===== src/rtl/rmii_rx_framer.sv =====
// RMII 100 Mb/s receive framer: strips preamble/SFD, assembles bytes and reports length/status per frame.
// Define RMII_RX_FCS_CHECK_EN to also check the CRC-32 FCS residue at end of frame.
module rmii_rx_framer #(
    parameter int unsigned MIN_BYTES = 64,
    parameter int unsigned MAX_BYTES = 1518
) (
    input  logic        clk,
    input  logic        rst,
    input  logic        crs_dv,
    input  logic [1:0]  rxd,
    output logic [7:0]  rx_data,
    output logic        rx_valid,
    output logic        rx_sof,
    output logic        rx_eof,
    output logic        rx_err,
    output logic [10:0] rx_len
);
    localparam int unsigned LEN_W = 11;
    localparam logic [LEN_W-1:0] LEN_SAT = '1;
    localparam logic [LEN_W-1:0] MIN_LEN = LEN_W'(MIN_BYTES);
    localparam logic [LEN_W-1:0] MAX_LEN = LEN_W'(MAX_BYTES);

    typedef enum logic [2:0] {WAIT_IDLE, IDLE, PREAMBLE, DATA, DROP} state_e;

    state_e           state_q;
    logic             d_dv_q;
    logic [1:0]       d_rxd_q;
    logic             seen01_q;
    logic [1:0]       dibit_cnt_q;
    logic [7:0]       shift_q;
    logic [LEN_W-1:0] byte_cnt_q;
    logic [7:0]       rx_data_q;
    logic             rx_valid_q;
    logic             rx_sof_q;
    logic             rx_eof_q;
    logic             rx_err_q;
    logic [LEN_W-1:0] rx_len_q;

    // A delayed dibit stays qualified while CRS_DV toggles at end of carrier.
    logic       dib_valid_c;
    logic       eof_det_c;
    logic [7:0] byte_c;
    logic       byte_emit_c;
    logic       len_err_c;
    logic       fcs_bad_c;

    assign dib_valid_c = d_dv_q | crs_dv;
    assign eof_det_c   = ~d_dv_q & ~crs_dv;
    assign byte_c      = {d_rxd_q, shift_q[7:2]};
    assign byte_emit_c = (state_q == DATA) && dib_valid_c && (dibit_cnt_q == 2'd3)
                         && (byte_cnt_q < MAX_LEN);
    assign len_err_c   = (dibit_cnt_q != 2'd0) || (byte_cnt_q < MIN_LEN) || (byte_cnt_q > MAX_LEN);

`ifdef RMII_RX_FCS_CHECK_EN
    localparam logic [31:0] CRC_RESIDUE = 32'hC704DD7B;
    logic [31:0] crc_q;

    function automatic logic [31:0] crc_byte(input logic [31:0] crc, input logic [7:0] b);
        logic [31:0] c;
        c = crc ^ {24'd0, b};
        for (int i = 0; i < 8; i++) begin
            c = c[0] ? ((c >> 1) ^ 32'hEDB88320) : (c >> 1);
        end
        return c;
    endfunction

    function automatic logic [31:0] bitrev32(input logic [31:0] x);
        logic [31:0] r;
        for (int i = 0; i < 32; i++) begin
            r[i] = x[31-i];
        end
        return r;
    endfunction

    // Reflected register holds the bit-reversed form of the MSB-first residue.
    assign fcs_bad_c = (bitrev32(crc_q) != CRC_RESIDUE);

    always_ff @(posedge clk) begin
        if (rst || (state_q != DATA)) begin
            crc_q <= '1;
        end else if (byte_emit_c) begin
            crc_q <= crc_byte(crc_q, byte_c);
        end
    end
`else
    assign fcs_bad_c = 1'b0;
`endif

    always_ff @(posedge clk) begin
        if (rst) begin
            state_q     <= WAIT_IDLE;
            d_dv_q      <= 1'b0;
            d_rxd_q     <= 2'b00;
            seen01_q    <= 1'b0;
            dibit_cnt_q <= 2'd0;
            shift_q     <= 8'd0;
            byte_cnt_q  <= '0;
            rx_data_q   <= 8'd0;
            rx_valid_q  <= 1'b0;
            rx_sof_q    <= 1'b0;
            rx_eof_q    <= 1'b0;
            rx_err_q    <= 1'b0;
            rx_len_q    <= '0;
        end else begin
            d_dv_q     <= crs_dv;
            d_rxd_q    <= rxd;
            rx_valid_q <= 1'b0;
            rx_sof_q   <= 1'b0;
            rx_eof_q   <= 1'b0;
            case (state_q)
                WAIT_IDLE: if (!crs_dv) state_q <= IDLE;
                IDLE: begin
                    if (dib_valid_c) begin
                        state_q  <= PREAMBLE;
                        seen01_q <= (d_rxd_q == 2'b01);
                    end
                end
                PREAMBLE: begin
                    if (eof_det_c) begin
                        state_q <= IDLE;
                    end else begin
                        case (d_rxd_q)
                            2'b00: ;
                            2'b01: seen01_q <= 1'b1;
                            2'b11: begin
                                if (seen01_q) begin
                                    state_q     <= DATA;
                                    dibit_cnt_q <= 2'd0;
                                    byte_cnt_q  <= '0;
                                end else begin
                                    state_q <= DROP;
                                end
                            end
                            default: state_q <= DROP;
                        endcase
                    end
                end
                DATA: begin
                    if (eof_det_c) begin
                        rx_eof_q <= 1'b1;
                        rx_len_q <= byte_cnt_q;
                        rx_err_q <= len_err_c | fcs_bad_c;
                        state_q  <= IDLE;
                    end else begin
                        shift_q     <= byte_c;
                        dibit_cnt_q <= dibit_cnt_q + 2'd1;
                        if (dibit_cnt_q == 2'd3) begin
                            if (byte_emit_c) begin
                                rx_valid_q <= 1'b1;
                                rx_data_q  <= byte_c;
                                rx_sof_q   <= (byte_cnt_q == '0);
                            end
                            if (byte_cnt_q != LEN_SAT) byte_cnt_q <= byte_cnt_q + 11'd1;
                        end
                    end
                end
                DROP: if (eof_det_c) state_q <= IDLE;
                default: state_q <= WAIT_IDLE;
            endcase
        end
    end

    assign rx_data  = rx_data_q;
    assign rx_valid = rx_valid_q;
    assign rx_sof   = rx_sof_q;
    assign rx_eof   = rx_eof_q;
    assign rx_err   = rx_err_q;
    assign rx_len   = rx_len_q;
endmodule

===== config.mk =====
export PLATFORM = sky130hd
export DESIGN_NAME = rmii_rx_framer
export DESIGN_NICKNAME = d
export VERILOG_FILES = /design/src/rtl/rmii_rx_framer.sv
export SDC_FILE = /design/constraint.sdc
export NUM_CORES = 1
export LEC_CHECK = 0
export BUFFER_PORTS_ARGS = -buffer_cell sky130_fd_sc_hd__buf_4
export CAP_MARGIN = 10
export CORE_MARGIN = 1.5
export CORE_UTILIZATION = 35
export CTS_CLUSTER_DIAMETER = 60
export CTS_CLUSTER_SIZE = 16
export DETAILED_ROUTE_END_ITERATION = 10
export SETUP_SLACK_MARGIN = 0.5
export SYNTH_ARGS = -nofsm -noshare
export SYNTH_HDL_FRONTEND = slang
export SYNTH_SLANG_ARGS = --single-unit

===== constraint.sdc =====
create_clock -name clk -period 2.15 [get_ports clk]
set_input_delay 0.43 -clock clk [delete_from_list [all_inputs] [get_ports clk]]
set_output_delay 0.43 -clock clk [all_outputs]
set_load 0.005 [all_outputs]

==> impl_metrics.env <==
export IMPL_r2r_start="byte_cnt_q[0]$_SDFFE_PP0P_"
export IMPL_synthTopCellsByArea="dfxtp_1, nand2_1, a21oi_1, nor2_1, mux2i_1"
export IMPL_fp_dieH_um=82.8
export IMPL_period_share_pct=77.1
export IMPL_worst_pin_slew_ps=384
export IMPL_pwr_share_seq_pct=52.2
export IMPL_numCtsBuffers=5
export IMPL_avgRoutedWirePerCell_um=13.4
export IMPL_via_per_inst=5.13
export IMPL_use_met1_pct=20.2
export IMPL_grt_max_degree=37
export IMPL_rows=28
export IMPL_crit_fanout=5
export IMPL_fp_coreArea_um2=6030
export IMPL_grt_use_met3_pct=3.06
export IMPL_rsz0062_at_grt="true"
export IMPL_period_minus_slack_ps=1660
export IMPL_grt_overflow_total=0
export IMPL_synthFlopType="dfxtp_1"
export IMPL_power_leakage_nw=1.04
export IMPL_synth_enable_flop_cells=0
export IMPL_setup_viol_count_final=0
export IMPL_synth_mux_area_share_pct=4.49
export IMPL_nets=297
export IMPL_grt_pass1_vias=1735
export IMPL_status="finished clean"
export IMPL_synth_top_family_by_area="simple AND/OR/NAND/NOR gates"
export IMPL_ir_drop_v=0.000520
export IMPL_clk_latency_ps=310
export IMPL_cp_end_kind="flop"
export IMPL_htreeDepth=2
export IMPL_drive_gt1_share_pct=30.1
export IMPL_p_sw_share_pct=25.8
export IMPL_power_density_nw_per_um2=678
export IMPL_clock_power_share_pct=36.8
export IMPL_drtAntennaViolNets=0
export IMPL_setup_tns_ps=0
export IMPL_synth_area_per_cell_um2=8.67
export IMPL_clock_sinks=49
export IMPL_area_delta_synth_final_pct=24.7
export IMPL_drtPass1Iterations=4
export IMPL_cap_violations=0
export IMPL_combPwrFrac_pct=11.0
export IMPL_cpLargestDelayFamily="simple AND/OR/NAND/NOR gates"
export IMPL_reg2regPathDepth=6
export IMPL_synth_compound_area_share_pct=17.6
export IMPL_ios=28
export IMPL_cp_num_buf_inv=0
export IMPL_finClkSkew_ps=6.99
export IMPL_max_freq_mhz=603
export IMPL_syn_nets=266
export IMPL_synth_seq_cells=49
export IMPL_top_usage_layer="met2"
export IMPL_synth_simple_area_share_pct=25.1
export IMPL_ys_types=51
export IMPL_die_x_um=82.8
export IMPL_cellInternalPower_mw=1.40
export IMPL_cpMostUsedCell="and4_4"
export IMPL_post_synth_top_area_cell="dfxtp_1"
export IMPL_cp_start_kind="flop"
export IMPL_gr_usage_all_layers_pct=15.4
export IMPL_cp_slowest_cell="or3_4"
export IMPL_total_power_mw=1.88
export IMPL_synthAdderAreaFrac_pct=2.25
export IMPL_max_stage_delay_ps=420
export IMPL_ys_warn_count=0
export IMPL_cts_tree="done"
export IMPL_cts_root_buf="clkbuf_8"
export IMPL_yosysSeqAreaShare_pct=44.0
export IMPL_hold_depth=2
export IMPL_antenna_found_initial=0
export IMPL_dr_total_vias=1869
export IMPL_post_synth_top_count_cell="dfxtp_1"
export IMPL_worst_r2r_setup_slack_ps=490
export IMPL_syn_instance_count=257
export IMPL_finalMaxSlewViolations=0
export IMPL_grt_pass1_wl_mm=8.05
export IMPL_hpwl_mm=3.31
export IMPL_hold_violations=0
export IMPL_finalInstanceArea_um2=2780
export IMPL_netlist_top_cells_count="dfxtp_1, nand2_1, nor2_1, a21oi_1, nand3_1"
export IMPL_path_clk_slew_ps=90
export IMPL_gp_congestion=0.825
export IMPL_post_dp_cell_area_um2=2500
export IMPL_hold_path_class="input port to flop"
export IMPL_worstPathRequired_ps=2400
export IMPL_synth_area_um2=2230
export IMPL_drc=0
export IMPL_wl_mm=4.87
export IMPL_start_util_pct=37.0
export IMPL_worstHoldStart="rxd[0]"
export IMPL_clock_path_buffers=2
export IMPL_diodes=0
export IMPL_cts_hold_buf=0
export IMPL_synth_top_area_share_pct=44.0
export IMPL_slew_limit_headroom_pct=74.4
export IMPL_dieArea_um2=6850
export IMPL_synth_xor_area_share_pct=1.57
export IMPL_crit_arrival_ps=1910
export IMPL_r2r_end="byte_cnt_q[9]$_SDFFE_PP0P_"
export IMPL_async_reset_ff_share_pct=0
export IMPL_use_met2_pct=24.9
export IMPL_switching_power_mw=0.485
export IMPL_port_buffers=27
export IMPL_hold_path_endpoint="d_rxd_q[0]$_SDFF_PP0_"
export IMPL_drt_iter0_markers=88
export IMPL_crit_type="flop to flop"
export IMPL_path_cells="ha_2, and4_4, and4_4, or3_4, nor3_4, a21o_1"
## final cells by class
type                    instances  area (um^2)
fillers                       625         3250
multi-input cells             184         1220
flip-flops and latches         49         1000
repair buffers                 41          315
well taps                      75         93.8
clock buffers                   6         82.6
clock inverters                 2         37.5
inverters                       7         26.3
## kinds of logic after synthesis
family / Yosys count
and+or+nand+nor: 110
buffers and inverters: 24
xor gates and xnor gates: 4
muxes: 10
adders and majority gates: 4
DFF: 49
AOI/OAI and AO/OA: 56
## metrics by stage
step           util, %  instances  hold WS (ps)  worst slack, ps
6_report          46.1        364           334              492
3_3_place_gp      41.6        350           445              324
2_1_floorplan        -        257           436              502
4_1_cts           44.3        361           326              480
5_1_grt           46.1        364           330              414
3_5_place_dp      41.6        350           449              320
## per-layer routing
layer | vias to the layer above | part of all wire, %
li1 | 959 | -
met1 | 867 | 49
met2 | 31 | 45
met3 | 12 | 3.1
met4 | 0 | 2.2
met5 | - | 0
## cells in the final DEF (no fill, tap or decap), drive strengths merged, types with 2 or more instances in the layout
| cell | netlist | final |
|---|---|---|
| mux2i | 10 | 10 |
| nor2b | 7 | 7 |
| buf | 10 | 41 |
| nand2 | 33 | 33 |
| xnor2 | 2 | 2 |
| a211oi | 2 | 2 |
| and2 | 2 | 2 |
| clkbuf | 7 | 6 |
| o41ai | 2 | 2 |
| o21ai | 8 | 8 |
| and3 | 2 | 2 |
| o31ai | 4 | 4 |
| or2 | 2 | 2 |
| nor2 | 28 | 28 |
| o2111a | 2 | 2 |
| a41oi | 2 | 2 |
| and4 | 5 | 5 |
| a21oi | 25 | 25 |
| nor3 | 5 | 5 |
| a21o | 3 | 3 |
| nand4 | 2 | 2 |
| inv | 7 | 7 |
| ha | 4 | 4 |
| xor2 | 2 | 2 |
| dfxtp | 49 | 49 |
| a311oi | 2 | 2 |
| nand2b | 3 | 3 |
| nor4 | 3 | 3 |
| nand3 | 13 | 13 |
## worst max path at each step
stage | startpoint | end | slack [ps] | depth (start not counted)
6_report | byte_cnt_q[0]$_SDFFE_PP0P_ | byte_cnt_q[9]$_SDFFE_PP0P_ | 490 | 6
3_5_place_dp | crs_dv | state_q[0]$_SDFFE_PP0P_ | 320 | 6
3_3_place_gp | byte_cnt_q[1]$_SDFFE_PP0P_ | byte_cnt_q[8]$_SDFFE_PP0P_ | 320 | 6
2_1_floorplan | byte_cnt_q[0]$_SDFFE_PP0P_ | byte_cnt_q[4]$_SDFFE_PP0P_ | 500 | 6
4_1_cts | byte_cnt_q[0]$_SDFFE_PP0P_ | byte_cnt_q[8]$_SDFFE_PP0P_ | 480 | 5
5_1_grt | d_dv_q$_SDFF_PP0_ | state_q[0]$_SDFFE_PP0P_ | 410 | 5
## sequential cells by signal, indices dropped and copies added (netlist names)
signal,cells
d_dv_q,1
rx_sof,1
rx_len,11
rx_data,8
rx_err,1
state_q,3
byte_cnt_q,11
rx_eof,1
dibit_cnt_q,2
shift_q,6
d_rxd_q,2
seen01_q,1
rx_valid,1
## repair_timing
| item | CTS | global route |
|---|---|---|
| setup buffers | 3 | 3 |
| setup endpoints to repair | 23 | 18 |
| gates resized for setup | 11 | 23 |
| endpoints found under the hold margin | 0 | 0 |
| gates cloned | 0 | 0 |
| pin swaps | 4 | 9 |
## worst reg2reg max path, cell delays in order, from the launching register on
cell and delay (ps):
dfxtp_4 360, ha_2 190, and4_4 210, and4_4 200, or3_4 420, nor3_4 120, a21o_1 90
## power by group through the flow
stage / Combinational (mW) / Clock [mW] / Sequential (mW)
2_1_floorplan: 0.180 / 0 / 0.964
3_3_place_gp: 0.191 / 0 / 0.997
3_5_place_dp: 0.191 / 0 / 0.996
4_1_cts: 0.194 / 0.708 / 0.975
5_1_grt: 0.232 / 0.742 / 0.988
6_report: 0.207 / 0.692 / 0.983
(Power assumes the default switching activity.)
